## src/rtl/mips_defs_pkg.sv

```systemverilog
// Shared definitions for the MIPS front end.
//   INST_W / ADDR_W    : instruction and address widths
//   RESET_PC_DEFAULT   : default first fetch address after reset
//   fetch_state_t      : fetch controller state encoding
//   fetch_entry_t      : one queued fetch result {pc, inst}
//   align_word()       : force a byte address onto a word boundary
package mips_defs;

    localparam int INST_W = 32;
    localparam int ADDR_W = 32;

    localparam logic [ADDR_W-1:0] RESET_PC_DEFAULT = 32'h0000_0000;

    typedef enum logic [1:0] {
        BOOT = 2'd0,
        RUN  = 2'd1,
        HALT = 2'd2
    } fetch_state_t;

    typedef struct packed {
        logic [ADDR_W-1:0] pc;
        logic [INST_W-1:0] inst;
    } fetch_entry_t;

    function automatic logic [ADDR_W-1:0] align_word(input logic [ADDR_W-1:0] addr);
        return {addr[ADDR_W-1:2], 2'b00};
    endfunction

endpackage

```

## src/rtl/inst_queue.sv

```systemverilog
// Synchronous FIFO holding fetched {pc, inst} pairs for decode.
//   clk, rst   : clock, synchronous active-high reset
//   push       : write push_data at the tail (caller guarantees !full || pop)
//   push_data  : entry to write
//   pop        : drop the head entry (caller guarantees !empty)
//   flush      : discard all entries; overrides push and pop
//   head_data  : current head entry (undefined contents when empty)
//   full/empty : occupancy flags
//   count      : number of valid entries, 0..DEPTH
module inst_queue
    import mips_defs::*;
#(
    parameter int DEPTH = 2,
    parameter int CNT_W = $clog2(DEPTH) + 1
) (
    input  logic               clk,
    input  logic               rst,
    input  logic               push,
    input  fetch_entry_t       push_data,
    input  logic               pop,
    input  logic               flush,
    output fetch_entry_t       head_data,
    output logic               full,
    output logic               empty,
    output logic [CNT_W-1:0]   count
);

    localparam int PTR_W = $clog2(DEPTH);

    fetch_entry_t     mem [DEPTH];
    logic [PTR_W-1:0] wr_ptr;
    logic [PTR_W-1:0] rd_ptr;

    // DEPTH is a power of two, so the pointers wrap by natural overflow.
    always_ff @(posedge clk) begin
        if (rst || flush) begin
            wr_ptr <= '0;
            rd_ptr <= '0;
            count  <= '0;
        end else begin
            if (push) begin
                mem[wr_ptr] <= push_data;
                wr_ptr      <= wr_ptr + 1'b1;
            end
            if (pop) begin
                rd_ptr <= rd_ptr + 1'b1;
            end
            case ({push, pop})
                2'b10:   count <= count + 1'b1;
                2'b01:   count <= count - 1'b1;
                default: count <= count;
            endcase
        end
    end

    assign head_data = mem[rd_ptr];
    assign full      = (count == CNT_W'(DEPTH));
    assign empty     = (count == '0);

endmodule

```

## src/rtl/inst_fetch_ctrl.sv

```systemverilog
// Instruction-fetch controller: owns fetch_pc, drives the instruction ROM
// and queues each returned word with its PC for the decode stage.
//   clk, rst        : clock, synchronous active-high reset
//   rom_ce/rom_addr : ROM enable (fetch cycles only) and byte address (= fetch_pc)
//   rom_inst        : ROM data, combinational from rom_ce/rom_addr
//   redirect_valid/redirect_pc : branch/jump/exception redirect, flushes the queue
//   halt            : stop fetching until the next redirect
//   if_valid/if_inst/if_pc/id_ready : queue head toward decode
//   dbg_state/dbg_count : FSM state and queue occupancy, observation only
//
// Handshake: the head entry transfers on a cycle where if_valid && id_ready;
// while if_valid && !id_ready the head (if_inst/if_pc) is held stable.
module inst_fetch_ctrl
    import mips_defs::*;
#(
    parameter logic [ADDR_W-1:0] RESET_PC = RESET_PC_DEFAULT,
    parameter int                DEPTH    = 2
) (
    input  logic                        clk,
    input  logic                        rst,
    output logic                        rom_ce,
    output logic [ADDR_W-1:0]           rom_addr,
    input  logic [INST_W-1:0]           rom_inst,
    input  logic                        redirect_valid,
    input  logic [ADDR_W-1:0]           redirect_pc,
    input  logic                        halt,
    output logic                        if_valid,
    output logic [INST_W-1:0]           if_inst,
    output logic [ADDR_W-1:0]           if_pc,
    input  logic                        id_ready,
    output fetch_state_t                dbg_state,
    output logic [$clog2(DEPTH):0]      dbg_count
);

    localparam int CNT_W = $clog2(DEPTH) + 1;

    fetch_state_t      state;
    fetch_state_t      state_next;
    logic [ADDR_W-1:0] fetch_pc;
    logic [ADDR_W-1:0] fetch_pc_next;

    logic              fetch;
    logic              flush;
    logic              pop;
    logic              q_pop;
    logic              push_ok;
    logic              q_full;
    logic              q_empty;
    logic [CNT_W-1:0]  q_count;
    fetch_entry_t      q_head;
    fetch_entry_t      q_push_data;

    always_ff @(posedge clk) begin
        if (rst) begin
            state    <= BOOT;
            fetch_pc <= RESET_PC;
        end else begin
            state    <= state_next;
            fetch_pc <= fetch_pc_next;
        end
    end

    assign pop     = if_valid && id_ready;
    // A full queue can still take a word when the head leaves the same cycle.
    assign push_ok = !q_full || pop;

    always_comb begin
        state_next    = state;
        fetch_pc_next = fetch_pc;
        fetch         = 1'b0;
        flush         = 1'b0;
        if (rst) begin
            state_next = BOOT;
        end else if (redirect_valid) begin
            // Redirect wins over halt, push and pop; no fetch this cycle.
            flush         = 1'b1;
            fetch_pc_next = align_word(redirect_pc);
            state_next    = halt ? HALT : RUN;
        end else begin
            case (state)
                BOOT: begin
                    state_next = halt ? HALT : RUN;
                end
                RUN: begin
                    if (halt) begin
                        state_next = HALT;
                    end else if (push_ok) begin
                        fetch         = 1'b1;
                        fetch_pc_next = fetch_pc + 32'd4;
                    end
                end
                HALT: begin
                    state_next = HALT;
                end
                default: begin
                    state_next = BOOT;
                end
            endcase
        end
    end

    assign q_pop            = pop && !flush;
    assign q_push_data.pc   = fetch_pc;
    assign q_push_data.inst = rom_inst;

    inst_queue #(
        .DEPTH (DEPTH),
        .CNT_W (CNT_W)
    ) u_queue (
        .clk       (clk),
        .rst       (rst),
        .push      (fetch),
        .push_data (q_push_data),
        .pop       (q_pop),
        .flush     (flush),
        .head_data (q_head),
        .full      (q_full),
        .empty     (q_empty),
        .count     (q_count)
    );

    assign rom_ce   = fetch;
    assign rom_addr = fetch_pc;

    // Head fields read as zero when nothing is queued, so stale storage
    // never leaks out after reset or flush.
    assign if_valid = !q_empty;
    assign if_inst  = q_empty ? '0 : q_head.inst;
    assign if_pc    = q_empty ? '0 : q_head.pc;

    assign dbg_state = state;
    assign dbg_count = q_count;

endmodule

```

## config.mk

```make
export PLATFORM = sky130hd
export DESIGN_NAME = inst_fetch_ctrl
export DESIGN_NICKNAME = d
export VERILOG_FILES = /design/src/rtl/mips_defs_pkg.sv /design/src/rtl/inst_queue.sv /design/src/rtl/inst_fetch_ctrl.sv
export SDC_FILE = /design/constraint.sdc
export NUM_CORES = 1
export LEC_CHECK = 0
export BUFFER_PORTS_ARGS = -buffer_cell sky130_fd_sc_hd__buf_4
export CAP_MARGIN = 10
export CORE_MARGIN = 2
export CORE_UTILIZATION = 36
export CTS_BUF_LIST = sky130_fd_sc_hd__clkbuf_8
export DETAILED_ROUTE_END_ITERATION = 7
export PLACE_DENSITY = 0.69
export SLEW_MARGIN = 20
export SYNTH_ARGS = -nofsm -noshare
export SYNTH_HDL_FRONTEND = slang
export SYNTH_SLANG_ARGS = --single-unit
```

## constraint.sdc

```tcl
create_clock -name clk -period 13.3 [get_ports clk]
set_clock_uncertainty 0.2 [all_clocks]
set_input_delay 1.33 -clock clk [delete_from_list [all_inputs] [get_ports clk]]
set_output_delay 1.33 -clock clk [all_outputs]
set_load 0.05 [all_outputs]
```

==> flow_summary.ini <==
[timing]
slew_violations = 0
tns_ps = 0
max_freq_ghz = 0.249
final.period_utilization_pct = 30.2
setup_ws_ps = 9290
setup_violations = 0
worst_pin_slew_ps = 927
period_needed_ps = 4010
hold_violations = 0
rsz0062_at_grt = no
slew_headroom_pct = 38.2

[worst_setup_path]
slowest_stage = nor3b_2
crit_arrival_ps = 2480
start_kind = primary input
crit_required_ps = 11770
cp_top_family = simple AND/OR/NAND/NOR gates
worstPathCellList = buf_4 -> nor3b_2 -> nor3b_2 -> nand2_1 -> inv_1 -> buf_4
crit_path_max_incr_delay_ps = 410
path_buf_inv = 3
end_kind = output pin
worstPathMaxFanout = 5
path_class = in -> out

[routing]
routed_wl_um = 15600
viasPerCell = 4.94
via_count = 4539
firstDrtPassIters = 4
ant_nets = 0
route.detailed.drc = 0
drt-initial-drc-count = 179
wl_per_cell_um = 17.0

[clock_network]
cts_tree = built
cts-root-buf = clkbuf_8
htree_levels = 4
cts_setup_buffers = 0
post_cts_resize_count = 0
cts_num_sinks = 161
cts.path.max_buffers = 2
cts_buffers = 17
clock_latency_ps = 450
hold_buffers = 0
clkTransAtPathRegs_ps = 80

[synth]
synth.area.top_cells = edfxtp_1 55%, dfxtp_1 11%, mux2i_1 9.6%
syn_area_per_cell_sq_um = 13.3
synth.largest_area_cell = edfxtp_1
yosysSeqAreaShare_pct = 65.5
synthesis.area_sq_um = 6810
synth-seq-cells = 161
synth_top_cell_area_share_pct = 54.7
synth.distinct_cells = 42
netlist_instances = 513
synth_warnings = 0

[worst_hold_path]
hold_class = reg -> reg

[floorplan]
die_x_um = 142
die_h_um = 142
dieArea_sq_um = 20000
num_rows = 50
fp.coreArea_sq_um = 18600
initial_utilization_pct = 36.5
ioPinCount = 171

[cells_and_area]
final_common_cell = buf_4
layout_common_cells = 167 x buf_4, 124 x edfxtp_1, 92 x nor2_1, 65 x mux2i_1, 36 x dfxtp_1
nets = 745
antenna_cells = 0
area_growth_pct = 27.4
drive_gt1_share_pct = 31.6
final.fill_count = 1710

[placement]
preCtsSetupSlack_ps = 9280
portBuffers = 164
place.gp.congestion = 0.711
dp_hpwl_um = 10200

[flow_run]
cap_violations = 0

[grt]
grt_overflow_total = 0
antenna_found_initial = 0
grt_pass1_wl_um = 23700
grt_pass1_vias = 4594
grt_max_degree = 63
grt_usage_pct = 15.6

[power_and_ir_drop]
power_density_nw_per_um2 = 117
finalPower_w = 0.00101
p_leak_nw = 3.15
ir_drop_v = 0.0000603

[status]
status = complete, no violations
worst paths after layout:
kind / cells after the start / slack (ps) / end / startpoint
worst min register to register: 0 / 330 / u_queue.mem[0][54] / rom_addr[22]
worst max-delay path: 6 / 9290 / rom_ce / id_ready
worst max register to register: 5 / 10410 / u_queue.mem[0][60] / dbg_state[0]
worst min-delay path: 0 / 330 / u_queue.mem[0][54] / rom_addr[22]
power breakdown:
part           internal (W)  total [W]  switching [W]
clock network      0.000185   0.000365       0.000180
logic             0.0000322  0.0000855      0.0000533
registers          0.000550   0.000563      0.0000132
total              0.000767    0.00101       0.000246
flip-flops by register name, indices dropped and copies added (netlist names), named ones only:
| signal | cells |
|---|---|
| u_queue.mem | 124 |
| rom_addr | 30 |
| dbg_state | 2 |
| u_queue.count | 2 |
| u_queue.rd_ptr | 1 |
| u_queue.wr_ptr | 1 |
stage by stage:
step                instances  utilization [%]  hold slack, ps  area [sq um]
floorplan                 516                -             320          6820
global placement          885             44.2             322          8240
detailed placement        885             44.2             332          8240
CTS                       917             46.4             336          8650
global route              918             46.5             353          8670
finish                    918             46.5             332          8670
worst register-to-register path, delay by kind of cell (launching register included):
family,cells,cell delay (ps)
buffers and inverters,1,720
AND/OR/NAND/NOR,3,790
flip-flops,1,430
adder cells (fa/ha/maj),1,330
cell families (layout without fill, tap and decap cells):
logic type                 count (synthesis)  in the layout  share of synthesized area [%]
and+or+nand+nor                          167            167                           13.1
DFF                                      161            161                           65.5
muxes                                     65             65                           9.55
AOI/OAI and AO/OA                         45             45                           4.45
buffers and inverters                     40            208                           2.66
xor gates and xnor gates                  29             29                           3.73
adders and majority gates                  5              5                          0.918
other                                      1              4                         0.0551
area by class of cell:
type | count | area, sq um | share of cell area, %
clock buffer | 17 | 234 | 2.70
clock inverter | 15 | 171 | 1.98
inverter | 8 | 30.0 | 0.346
multi-input combinational | 315 | 2200 | 25.3
sequential | 161 | 4470 | 51.5
tap | 234 | 293 | 3.38
timing repair buffer | 168 | 1280 | 14.8
per-layer routing:
layer	track usage, %	wire length [um]
met1	18.5	6580
met2	27.2	7880
met3	4.62	931
met4	5.26	223
met5	0	0
synthesized netlist by cell type (all sizes together):
| library cell | instances |
|---|---|
| nand2 | 16 |
| conb | 1 |
| edfxtp | 124 |
| nor4 | 8 |
| or2 | 1 |
| nand4 | 9 |
| a211oi | 22 |
| a311oi | 2 |
| ha | 5 |
| dfxtp | 37 |
| o211a | 1 |
| nand4bb | 1 |
| nand4b | 1 |
| and2 | 2 |
| o21ai | 10 |
| o21a | 1 |
| nor2 | 95 |
| clkbuf | 21 |
| xor2 | 11 |
| nor4b | 3 |
| inv | 8 |
| buf | 11 |
| mux2i | 65 |
| nor3b | 2 |
| or3 | 4 |
| and4 | 3 |
| a21oi | 7 |
| nand3 | 8 |
| xnor2 | 18 |
| and3 | 5 |
| nor3 | 9 |
| a31oi | 2 |
(Power assumes the default switching activity.)
